**config.mk**
```make
export PLATFORM = sky130hd
export DESIGN_NAME = mu_modmul
export DESIGN_NICKNAME = d
export VERILOG_FILES = /design/src/rtl/mu_modmul.sv
export SDC_FILE = /design/constraint.sdc
export NUM_CORES = 1
export LEC_CHECK = 0
export ABC_AREA = 1
export CAP_MARGIN = 5
export CELL_PAD_IN_SITES_DETAIL_PLACEMENT = 2
export CELL_PAD_IN_SITES_GLOBAL_PLACEMENT = 2
export CORE_MARGIN = 5
export CORE_UTILIZATION = 31
export DETAILED_ROUTE_END_ITERATION = 12
export GPL_TIMING_DRIVEN = 0
export HOLD_SLACK_MARGIN = 0.12
export PLACE_DENSITY_LB_ADDON = 0.1
export SYNTH_ARGS = -nofsm -noshare
export SYNTH_HDL_FRONTEND = slang
export SYNTH_SLANG_ARGS = --single-unit
```
**constraint.sdc**
```tcl
create_clock -name clk -period 6.1 [get_ports clk]
set_input_delay 1.22 -clock clk [delete_from_list [all_inputs] [get_ports clk]]
set_output_delay 1.22 -clock clk [all_outputs]
set_load 0.01 [all_outputs]
```
**src/rtl/mu_modmul.sv**
```systemverilog
// mu_modmul: iterative multiplier with plain and modular (Blakley) modes.
// One coefficient pair per operation, start/done handshake.
module mu_modmul #(
    parameter int WIDTH = 32,
    parameter int CNT_W = $clog2(WIDTH + 1)
) (
    input  logic               clk,
    input  logic               rst,
    input  logic               start,
    input  logic               mode,
    input  logic [WIDTH-1:0]   a,
    input  logic [WIDTH-1:0]   b,
    input  logic [WIDTH-1:0]   m,
    output logic [2*WIDTH-1:0] c,
    output logic               busy,
    output logic               done,
    output logic               err
);

    localparam int W2 = 2 * WIDTH;
    localparam int RW = WIDTH + 2;

    typedef enum logic [1:0] {
        S_IDLE,
        S_COMPUTE,
        S_DONE
    } state_t;

    state_t           state_q, state_d;
    logic [CNT_W-1:0] cnt_q, cnt_d;
    logic             mode_q, mode_d;
    logic [W2-1:0]    opa_q, opa_d;
    logic [WIDTH-1:0] opb_q, opb_d;
    logic [WIDTH-1:0] m_q, m_d;
    logic [W2-1:0]    acc_q, acc_d;
    logic [RW-1:0]    r_q, r_d;
    logic [W2-1:0]    c_q, c_d;
    logic             err_q, err_d;

    logic [W2-1:0]    acc_nxt;
    logic [RW-1:0]    r_dbl;
    logic [RW-1:0]    r_s1;
    logic [RW-1:0]    r_s2;
    logic [RW-1:0]    m_ext;
    logic             op_err;

    // One iteration of each datapath; r stays below m so two subtractions suffice
    always_comb begin
        acc_nxt = acc_q + (opb_q[0] ? opa_q : '0);
        m_ext   = {2'b00, m_q};
        r_dbl   = (r_q << 1) + (opa_q[WIDTH-1] ? {2'b00, opb_q} : '0);
        r_s1    = (r_dbl >= m_ext) ? r_dbl - m_ext : r_dbl;
        r_s2    = (r_s1 >= m_ext) ? r_s1 - m_ext : r_s1;
        op_err  = mode & ((m == '0) | (b >= m));
    end

    // Next-state, operand latching and result capture
    always_comb begin
        state_d = state_q;
        cnt_d   = cnt_q;
        mode_d  = mode_q;
        opa_d   = opa_q;
        opb_d   = opb_q;
        m_d     = m_q;
        acc_d   = acc_q;
        r_d     = r_q;
        c_d     = c_q;
        err_d   = err_q;
        case (state_q)
            S_IDLE, S_DONE: begin
                if (start) begin
                    mode_d = mode;
                    opa_d  = {{WIDTH{1'b0}}, a};
                    opb_d  = b;
                    m_d    = m;
                    acc_d  = '0;
                    r_d    = '0;
                    cnt_d  = CNT_W'(WIDTH);
                    err_d  = op_err;
                    if (op_err) begin
                        state_d = S_DONE;
                        c_d     = '0;
                    end else begin
                        state_d = S_COMPUTE;
                    end
                end else begin
                    state_d = S_IDLE;
                end
            end
            S_COMPUTE: begin
                cnt_d = cnt_q - CNT_W'(1);
                opa_d = opa_q << 1;
                if (mode_q) begin
                    r_d = r_s2;
                end else begin
                    acc_d = acc_nxt;
                    opb_d = opb_q >> 1;
                end
                if (cnt_q == CNT_W'(1)) begin
                    state_d = S_DONE;
                    c_d = mode_q ? {{WIDTH{1'b0}}, r_s2[WIDTH-1:0]}
                                 : acc_nxt;
                end
            end
            default: state_d = S_IDLE;
        endcase
    end

    // State and datapath registers, asynchronously cleared
    always_ff @(posedge clk or negedge rst) begin
        if (!rst) begin
            state_q <= S_IDLE;
            cnt_q   <= '0;
            mode_q  <= 1'b0;
            opa_q   <= '0;
            opb_q   <= '0;
            m_q     <= '0;
            acc_q   <= '0;
            r_q     <= '0;
            c_q     <= '0;
            err_q   <= 1'b0;
        end else begin
            state_q <= state_d;
            cnt_q   <= cnt_d;
            mode_q  <= mode_d;
            opa_q   <= opa_d;
            opb_q   <= opb_d;
            m_q     <= m_d;
            acc_q   <= acc_d;
            r_q     <= r_d;
            c_q     <= c_d;
            err_q   <= err_d;
        end
    end

    assign busy = (state_q == S_COMPUTE);
    assign done = (state_q == S_DONE);
    assign c    = c_q;
    assign err  = err_q;

endmodule

```
Word level (Yosys, flattened, before mapping)
Index checks and enable logic that the tools add are counted.
{"block": "word_totals", "register_bits": 299}
{"block": "classes", "add_sub_neg": 5, "order_cmp": 3, "n_eq_ne": 8, "n_mux": 26, "bitwise": 2, "reduce_logical": 9}
{"op": "64-bit 2-to-1 mux", "n": 8}
{"op": "64-bit one-hot mux with 2 select lines", "n": 3}
{"op": "33-bit 2-to-1 mux", "n": 3}
{"op": "32-bit 2-to-1 mux", "n": 3}
{"op": "34-bit by 32-bit greater-or-equal comparator with 1-bit output", "n": 2}
{"op": "33-bit one-hot mux with 2 select lines", "n": 1}
{"op": "64-bit adder", "n": 1}
{"op": "32-bit one-hot mux with 2 select lines", "n": 1}
{"op": "34-bit by 32-bit adder with 34-bit output", "n": 1}
{"op": "34-bit 2-to-1 mux", "n": 1}
{"op": "34-bit by 32-bit subtractor with 34-bit output", "n": 1}
{"op": "33-bit by 32-bit subtractor with 33-bit output", "n": 1}
{"op": "32-bit greater-or-equal comparator", "n": 1}
{"op": "32-bit logical NOT", "n": 1}
{"op": "6-bit one-hot mux with 2 select lines", "n": 1}
{"op": "6-bit by 1-bit == test with 1-bit output, second input constant", "n": 1}
{"op": "2-bit 2-to-1 mux", "n": 3}
{"op": "6-bit 2-to-1 mux", "n": 1}
{"op": "2-bit inequality test, second input constant", "n": 3}
{"op": "3-bit AND reduction", "n": 2}
{"op": "6-bit by 1-bit subtractor with 6-bit output, second input constant", "n": 1}
{"op": "2-bit by 1-bit inequality test with 1-bit output, second input constant", "n": 2}
{"op": "2-bit one-hot mux with 2 select lines", "n": 1}
{"op": "2-bit AND reduction", "n": 2}
{"op": "8 further kinds", "n": 8}

Longest topological paths before layout
{"block": "logic_depth", "depth_word": 9, "mapped_depth": 49}

Least setup slack after synthesis
Ideal clock, no wire load.
{"block": "synth_timing", "path_kind": "flip-flop to flip-flop", "start": "reg opa_q[31]", "end": "reg c_q[6], in the netlist c[6]", "setup_time_ns": 0.117, "t_arrival_ns": 6.065, "t_required_ns": 5.983, "slack_ns": -0.082, "stages_incl_launch_ff": 44, "n_path_buf": 4, "synth_period_minus_slack_ns": 6.182, "path_cell_list": "dfrtp_1 clkbuf_1 clkbuf_1 nand2_1 inv_1 ha_1 fa_1 nand2_1 nand2_1 and2_1 nand3_1 nand3_1 a21boi_0 o21ai_0 nand2_1 nand2_1 nand2_1 nand2_1 [... 8 more ...] buf_4 o21ai_0 ha_1 nand2_1 o21ai_1 a21oi_2 o21bai_2 nand3_1 nand2_1 nand2_1 nand4_1 nor2_2 nand4_4 buf_6 nand2_1 nand3_1 nand2_1 nand2_1"}
{"block": "synth_between", "elab_chain_len": 9, "elab_cells_between_ends": 11, "classes_between": "3 x add/sub; 2 x order compare; 6 x mux"}
{"item": "from (decl)", "line_no": "32", "source": "logic [W2-1:0] opa_q, opa_d;"}
{"item": "from (signal assigned)", "line_no": "126", "source": "opa_q <= opa_d;"}
{"item": "32-bit 2-to-1 mux *", "line_no": "51", "source": "r_dbl = (r_q << 1) + (opa_q[WIDTH-1] ? {2'b00, opb_q} : '0);"}
{"item": "34-bit by 32-bit adder with 34-bit output *", "line_no": "51"}
{"item": "34-bit by 32-bit subtractor with 34-bit output / 34-bit by 32-bit greater-or-equal comparator with 1-bit output (equally long branches)", "line_no": "52", "source": "r_s1 = (r_dbl >= m_ext) ? r_dbl - m_ext : r_dbl;"}
{"item": "34-bit 2-to-1 mux *", "line_no": "52"}
{"item": "33-bit by 32-bit subtractor with 33-bit output / 34-bit by 32-bit greater-or-equal comparator with 1-bit output (equally long branches)", "line_no": "53", "source": "r_s2 = (r_s1 >= m_ext) ? r_s1 - m_ext : r_s1;"}
{"item": "33-bit 2-to-1 mux *", "line_no": "53"}
{"item": "64-bit 2-to-1 mux *", "line_no": "101", "source": "c_d = mode_q ? {{WIDTH{1'b0}}, r_s2[WIDTH-1:0]}"}
{"item": "64-bit 2-to-1 mux *", "line_no": "99", "source": "if (cnt_q == CNT_W'(1)) begin"}
{"item": "64-bit one-hot mux with 2 select lines *", "line_no": "69", "source": "case (state_q)"}
{"item": "to (signal assigned)", "line_no": "120", "source": "c_q <= '0;"}
{"item": "to (signal assigned)", "line_no": "131", "source": "c_q <= c_d;"}
{"item": "to (decl)", "line_no": "37", "source": "logic [W2-1:0] c_q, c_d;"}
Every way passes the cells marked *; elsewhere a longest branch is shown, timed or not. The select of a mux whose other input is x is not followed.
A chain may end at the register's enable or synchronous reset.

Final worst setup path
{"block": "layout_timing", "start": "reg opa_q[31]", "end": "reg c_q[13], in the netlist c[13]"}
Same word-level chain as after synthesis.

==> run summary <==
Timing
- setup repair after global routing missed its margin: true
- Fin Hold WS: 0.471 ns
- Rel. slew slack: 0.173
- Highest Clock Rate: 0.142 GHz
- Final Hold Violating Endpoints: 0
- total setup violations reported at the end of the flow: 65
- actual transition at the worst max-transition pin: 1.24 ns
- worst-case clock skew: 0.0326 ns
- part of the cycle the worst path needs: 1.15
- number of pins with negative max-slew slack in the final report: 0
- shortest period the worst path allows: 7.03 ns
- setup ws final: -0.927 ns

Cells and area
- # diodes: 0
- final net count: 4,312
- fraction of layout cells with a size suffix above 1: 0.171
- area growth from synthesis to final layout: 34.5%
- sequential cell area: 7480 sq um
- fillers: 9,153
- total area of multi-input combinational cells: 17,300 sq um
- Layout Cell Area excl Fill: 33,200 sq um

Setup path
- Critical Path Start Type: flip-flop
- most common cell type on the critical path: nand2_1
- critical path data required time: 6.60 ns
- Worst Path Arrival: 7.53 ns
- Worst setup EP type: flip-flop
- critical path type: reg2reg
- largest fanout of any net on the critical path: 7
- delay of the slowest critical-path stage: 0.52 ns
- Worst path slowest cell: dfrtp_2

Place
- hpwl dp: 99,000 um
- GP Congestion: 0.923
- PortBufs: 166
- Post-DP Area: 27,800 sq um
- setup slack after placement: -3.74 ns

Route
- average wire per standard cell: 25.9 um
- DRC violation count after routing: 0
- number of iterations in the first detailed-routing pass: 5
- via count normalized by instance count: 5.37
- routed vias: 27,400
- number of design-rule violations left by the first detailed-router iteration: 1,232
- sum of routed wire length over all layers: 132,000 um
- number of antenna-violating nets in the routed design: 0

Synthesis
- library cell with the highest instance count after synthesis: nand2_1
- cell type with the largest total area after synthesis: dfrtp_1
- Post-synth top cells: nand2_1 (1,083), inv_1 (579), dfrtp_1 (299)
- main flop type after synthesis: dfrtp_1
- parity-gate share of the synthesized area counting xor and xnor cells: 0.0415
- complex-gate fraction of the synthesized area: 0.166
- number of enable-type register cells in the synthesized netlist: 0
- number of instances in the synthesized netlist: 3,692
- post-synth net total: 3,988
- synth top area cells: dfrtp_1 (30%), nand2_1 (16%), ha_1 (9.7%)
- basic-gate share of the synthesized area counting and, or, nand and nor cells: 0.280
- sequential fraction of the synthesis area: 0.303
- Yosys warning count: 0
- mux cell area share after synthesis: 0.000405
- share of synthesized flip-flops with an asynchronous set or reset: 1.00
- number of storage elements in the synthesis netlist: 299
- Post-Synthesis Mean Instance Area: 6.69 sq um
- post-synthesis adder-cell area fraction: 0.100
- count of unique library cells instantiated by Yosys: 58
- area share of the largest cell type after synthesis: 0.303
- largest family of logic cells by synthesized area: simple AND/OR/NAND/NOR gates
- summed instance area of the synthesized netlist: 24,700 sq um

GRT
- grt total ovfl: 0
- antenna violations before repair: 2
- aggregate global-route resource usage: 0.285
- vias in the first global route: 29,800
- pin count of the biggest net entering global routing: 101
- wire length of the first global-routing pass: 187,000 um

Clocking
- count of clock tree sinks: 299
- clock input transition at the sequential cells of the worst setup and hold paths: 0.06 ns
- number of buffers on the longest clock path: 3
- Max H-tree Level: 2
- root cell of the clock tree: clkbuf_16
- total CTS buffers: 41
- CTS Hold Bufs: 0
- TritonCTS clock tree: yes
- worst-skew pair later-pin latency: 0.63 ns

Floorplan
- initial standard-cell utilization of the core: 0.313
- die outline area: 85,400 sq um
- DIE WIDTH: 292 um
- die extent in y: 292 um
- Top-Level Pins: 167
- Floorplan Core Area: 79,000 sq um
- floorplan row count: 103

Flow run
- number of max-cap violations: 0

Status
- run status: finished with violations
- violations in the final reports: setup timing

Hold path
- kind of path behind the tightest hold check: in2async

-- cells by family (layout without fill, tap and decap cells) --
| logic type | Yosys count | after routing |
|---|---|---|
| fa+ha+maj | 196 | 196 |
| mux | 1 | 1 |
| buf+inv | 699 | 1056 |
| compound gates | 711 | 711 |
| xor+xnor | 117 | 117 |
| simple gates | 1669 | 1669 |
| flops | 299 | 299 |
-- critical path: cells and delay by family (launching register included) --
| family | cells | cell delay [ns] |
|---|---|---|
| fa+ha+maj | 3 | 0.89 |
| flops | 1 | 0.52 |
| buf+inv | 11 | 1.59 |
| compound gates | 5 | 0.77 |
| simple gates | 26 | 3.08 |
-- worst paths after layout --
check | start | end | slack (ns) | cells after the start
worst max-delay path | opa_q[31]$_DFFE_PN0P_ | c[13]$_DFFE_PN0P_ | -0.93 | 45
worst min-delay path | rst | opa_q[8]$_DFFE_PN0P_ | 0.47 | 1
worst max register to register | opa_q[31]$_DFFE_PN0P_ | c[13]$_DFFE_PN0P_ | -0.93 | 45
worst min register to register | acc_q[49]$_DFFE_PN0P_ | acc_q[49]$_DFFE_PN0P_ | 0.49 | 2
max in group asynchronous | rst | opb_q[25]$_DFFE_PN0P_ | 4.69 | 2
min in group clk | acc_q[49]$_DFFE_PN0P_ | acc_q[49]$_DFFE_PN0P_ | 0.49 | 2
-- layer usage --
| metal | track usage | part of all wire |
|---|---|---|
| met2 | 0.515 | 0.50 |
| met4 | 0.108 | 0.051 |
| met5 | 0 | 0 |
| met3 | 0.0276 | 0.034 |
| met1 | 0.351 | 0.42 |
-- placed cells by master, fill, tap and decap left out, types with 15 or more instances in the layout --
cell type / Yosys / final
nand2_1: 1083 / 909
inv_1: 579 / 563
dfrtp_1: 299 / 298
o21ai_0: 269 / 241
nor2_1: 243 / 220
nand3_1: 225 / 173
a21oi_1: 206 / 169
clkdlybuf4s50_1: 0 / 165
ha_1: 192 / 133
nand2_2: 8 / 115
buf_4: 4 / 90
clkbuf_1: 85 / 84
nand2_4: 0 / 58
xnor2_1: 61 / 54
clkbuf_16: 0 / 46
ha_4: 0 / 46
xor2_1: 56 / 45
o211ai_1: 37 / 37
nand3_2: 11 / 36
a21oi_2: 2 / 34
o221ai_1: 33 / 33
o22ai_1: 32 / 32
nand3_4: 0 / 27
o21ai_2: 1 / 25
nand4_1: 24 / 24
nor3_1: 29 / 23
a21o_1: 22 / 22
a31oi_1: 23 / 22
inv_2: 3 / 19
nor2_2: 1 / 16
o21bai_1: 17 / 15
o21a_1: 15 / 15
buf_1: 15 / 15
-- layout make-up --
cell class              count  share of cell area
clock buffers              55              0.0352
repair inverters            1            0.000263
flip-flops and latches    299               0.225
clock inverters            21             0.00832
repair buffers            282              0.0843
multi-input cells        2694               0.521
well taps                1050              0.0395
inverters                 584              0.0663
plain buffers             113              0.0202
-- sequential cells by signal (all words and copies together), names as in the netlist --
register / flops
acc_q: 64
c: 64
cnt_q: 6
err: 1
m_q: 32
mode_q: 1
opa_q: 64
opb_q: 32
r_q: 33
state_q: 2
-- stage by stage --
step,TNS [ns],instances,util
global placement,-3415.22,4908,0.350
floorplan,0,3692,-
CTS,-31.38,5064,0.405
global route,-58.28,5099,0.421
finish,-46.74,5099,0.421
detailed placement,-223.23,4914,0.352
-- what timing repair did --
item	4_1_cts	5_1_grt
resized for setup	489	205
endpoints found under the setup margin	65	65
cloned	5	2
setup buffers	70	36
pin swaps	98	101
Power is left out: the tool's default activity adds up to more than one toggle a clock period on the data nets, which glitch-free logic cannot reach.
==> RTL change: new RTL, same settings <==
Register the inputs `start`, `mode`, `a`, `b` and `m` before use, without a reset. The logic sees them one clock later.
--- a/src/rtl/mu_modmul.sv
+++ b/src/rtl/mu_modmul.sv
@@ -26,6 +26,20 @@
         S_DONE
     } state_t;
 
+    logic start_q;
+    logic mode_r;
+    logic [WIDTH-1:0] a_q;
+    logic [WIDTH-1:0] b_q;
+    logic [WIDTH-1:0] m_r;
+
+    always_ff @(posedge clk) begin
+        start_q <= start;
+        mode_r  <= mode;
+        a_q     <= a;
+        b_q     <= b;
+        m_r     <= m;
+    end
+
     state_t           state_q, state_d;
     logic [CNT_W-1:0] cnt_q, cnt_d;
     logic             mode_q, mode_d;
@@ -51,7 +65,7 @@
         r_dbl   = (r_q << 1) + (opa_q[WIDTH-1] ? {2'b00, opb_q} : '0);
         r_s1    = (r_dbl >= m_ext) ? r_dbl - m_ext : r_dbl;
         r_s2    = (r_s1 >= m_ext) ? r_s1 - m_ext : r_s1;
-        op_err  = mode & ((m == '0) | (b >= m));
+        op_err  = mode_r & ((m_r == '0) | (b_q >= m_r));
     end
 
     // Next-state, operand latching and result capture
@@ -68,11 +82,11 @@
         err_d   = err_q;
         case (state_q)
             S_IDLE, S_DONE: begin
-                if (start) begin
-                    mode_d = mode;
-                    opa_d  = {{WIDTH{1'b0}}, a};
-                    opb_d  = b;
-                    m_d    = m;
+                if (start_q) begin
+                    mode_d = mode_r;
+                    opa_d  = {{WIDTH{1'b0}}, a_q};
+                    opb_d  = b_q;
+                    m_d    = m_r;
                     acc_d  = '0;
                     r_d    = '0;
                     cnt_d  = CNT_W'(WIDTH);
Check against the original RTL: not equivalent (a bounded check fails within 4 cycles, from zero or initial values and one cycle with rst low).
==> RTL change against the unedited design <==
- sequential cell count increased by 98
- setup slack got worse by 0.33 ns
- die area increased by 4.3%
- highest routed layer unchanged
- count of clock-buffer cells in the layout increased by 22
- utilization decreased by 0.081 points
- final area increased by 4.1%
- first-iteration DRC count increased by 11%
- area after synthesis increased by 4.4%
- wire length decreased by 1.3%
- critical path depth increased by 4
- non-clock buffer count increased by 15
- the flow still finishes with violations (setup timing)
Power is not shown: default switching activity piles up to over one toggle a cycle in this logic, so the estimate is an artifact.
==> RTL change: results <==
[finish]
drive_gt1_share_pct = 16.24
layout.nets = 4278
num_antenna_cells = 0

[run_status]
status = "finished with violations"
violations = "setup timing"

[yosys]
synth.net_count = 3918
ys_types = 50
synth_common_cells = "nand2_1, inv_1, dfrtp_1"
yosys_most_used_dff = "dfrtp_1"
async_reset_ff_share_pct = 75.31
yosysWarnings = 0
yosysSeqAreaShare_pct = 36.60
synthTopCellsByArea = "dfrtp_1, nand2_1, ha_1, inv_1, dfxtp_1"

[clock_network]
cts_buffers = 48
htreeDepth = 2
clk_path_buf_depth = 3
clkLatencyLatePin_ns = 0.62
clk_pin_slew_ns = 0.06
cts_root_buffer = "clkbuf_16"

[drt]
dr.pass1.iters = 5
routedWlPerCell_um = 25.57
vias_per_cell = 5.304
drt_iter0_markers = 1364

[timing]
slew_headroom_pct = 8.350
finalSetupViolations = 65
finClkSkew_ns = 0.04306
fin_ws_ns = -1.260

[placement]
dp_hpwl_um = 92520
place_area_sq_um = 28910
io_buffers = 166
gp_congestion = 0.9363

[setup_path]
crit_end = "c[7]"
ff2ff_path_depth = 49
cp-startpoint = "opa_q[31]"
slowest_delay_ns = 0.59
cp_max_fo = 9
cp_slowest_cell = "dfrtp_4"
crit_arrival_ns = 7.84

[global_routing]
grt_max_degree = 107
antenna_found_initial = 0
grt_pass1_wl_um = 180900
grt_pass1_vias = 29150
grt_usage_pct = 26.50

[worst_hold_path]
min_from = "a_q[7]"
hold_class = "flop to flop"
==> RTL change: layout make-up <==
| class | instances | area, sq um |
|---|---|---|
| Multi-Input combinational cell | 2584 | 16480 |
| Fill cell | 9366 | 47780 |
| Tap cell | 1070 | 1339 |
| Clock buffer | 77 | 1454 |
| Timing Repair inverter | 1 | 11.26 |
| Buffer | 100 | 613.1 |
| Timing Repair Buffer | 310 | 3038 |
| Sequential cell | 397 | 9448 |
| Inverter | 540 | 2073 |
| Clock inverter | 13 | 135.1 |
==> RTL change: worst min-delay path by stage <==
| stage | to | slack, ns | depth (start not counted) |
|---|---|---|---|
| after floorplan | opa_q[0] | 0.41 | 2 |
| after global placement | opa_q[28] | 0.43 | 2 |
| after detailed placement | opa_q[28] | 0.44 | 2 |
| after CTS | c[5] | 0.44 | 1 |
| after global routing | c[5] | 0.46 | 1 |
| final | opa_q[7] | 0.44 | 2 |
==> RTL change: metal layers <==
metal  track usage (%)  vias up  part of all wire, %
met4             10.96        0                  5.3
met5                 0        -                    0
met3             3.484      306                  4.4
met2             46.57      702                   49
li1                  -    12460                    -
met1             32.79    13540                   42
==> RTL change: worst max-delay path: cells and delay by family (launching register included) <==
family / cells / cell delay (ns)
compound gates: 6 / 1.07
flops: 1 / 0.59
simple gates: 26 / 2.54
fa+ha+maj: 4 / 1.26
xor+xnor: 1 / 0.27
buf+inv: 12 / 1.40
==> RTL change: stage by stage <==
step	setup slack [ns]	util [%]	hold slack [ns]	setup TNS [ns]	cells
final	-1.260	41.99	0.4443	-74.08	5092
after global routing	-1.426	41.99	0.4580	-85.80	5092
after CTS	-0.8573	40.65	0.4431	-47.51	5060
after detailed placement	-3.098	35.10	0.4354	-185.48	4861
after global placement	-10.89	34.99	0.4316	-3410.28	4858
after floorplan	0.01912	-	0.4138	0	3622
==> RTL change: what timing repair did <==
| item | in CTS | in global routing |
|---|---|---|
| endpoints found under the hold margin | 0 | 0 |
| pin swaps | 90 | 91 |
| cloned | 10 | 1 |
| setup endpoints to repair | 65 | 65 |
| setup buffers | 100 | 32 |
| hold buffers | 0 | 0 |
| resized for setup | 478 | 184 |
==> RTL change: logic make-up after synthesis <==
| family | synth area share (%) |
|---|---|
| xor+xnor | 4.379 |
| flops | 36.60 |
| compound gates | 15.75 |
| fa+ha+maj | 9.621 |
| buf+inv | 9.476 |
| simple gates | 24.17 |
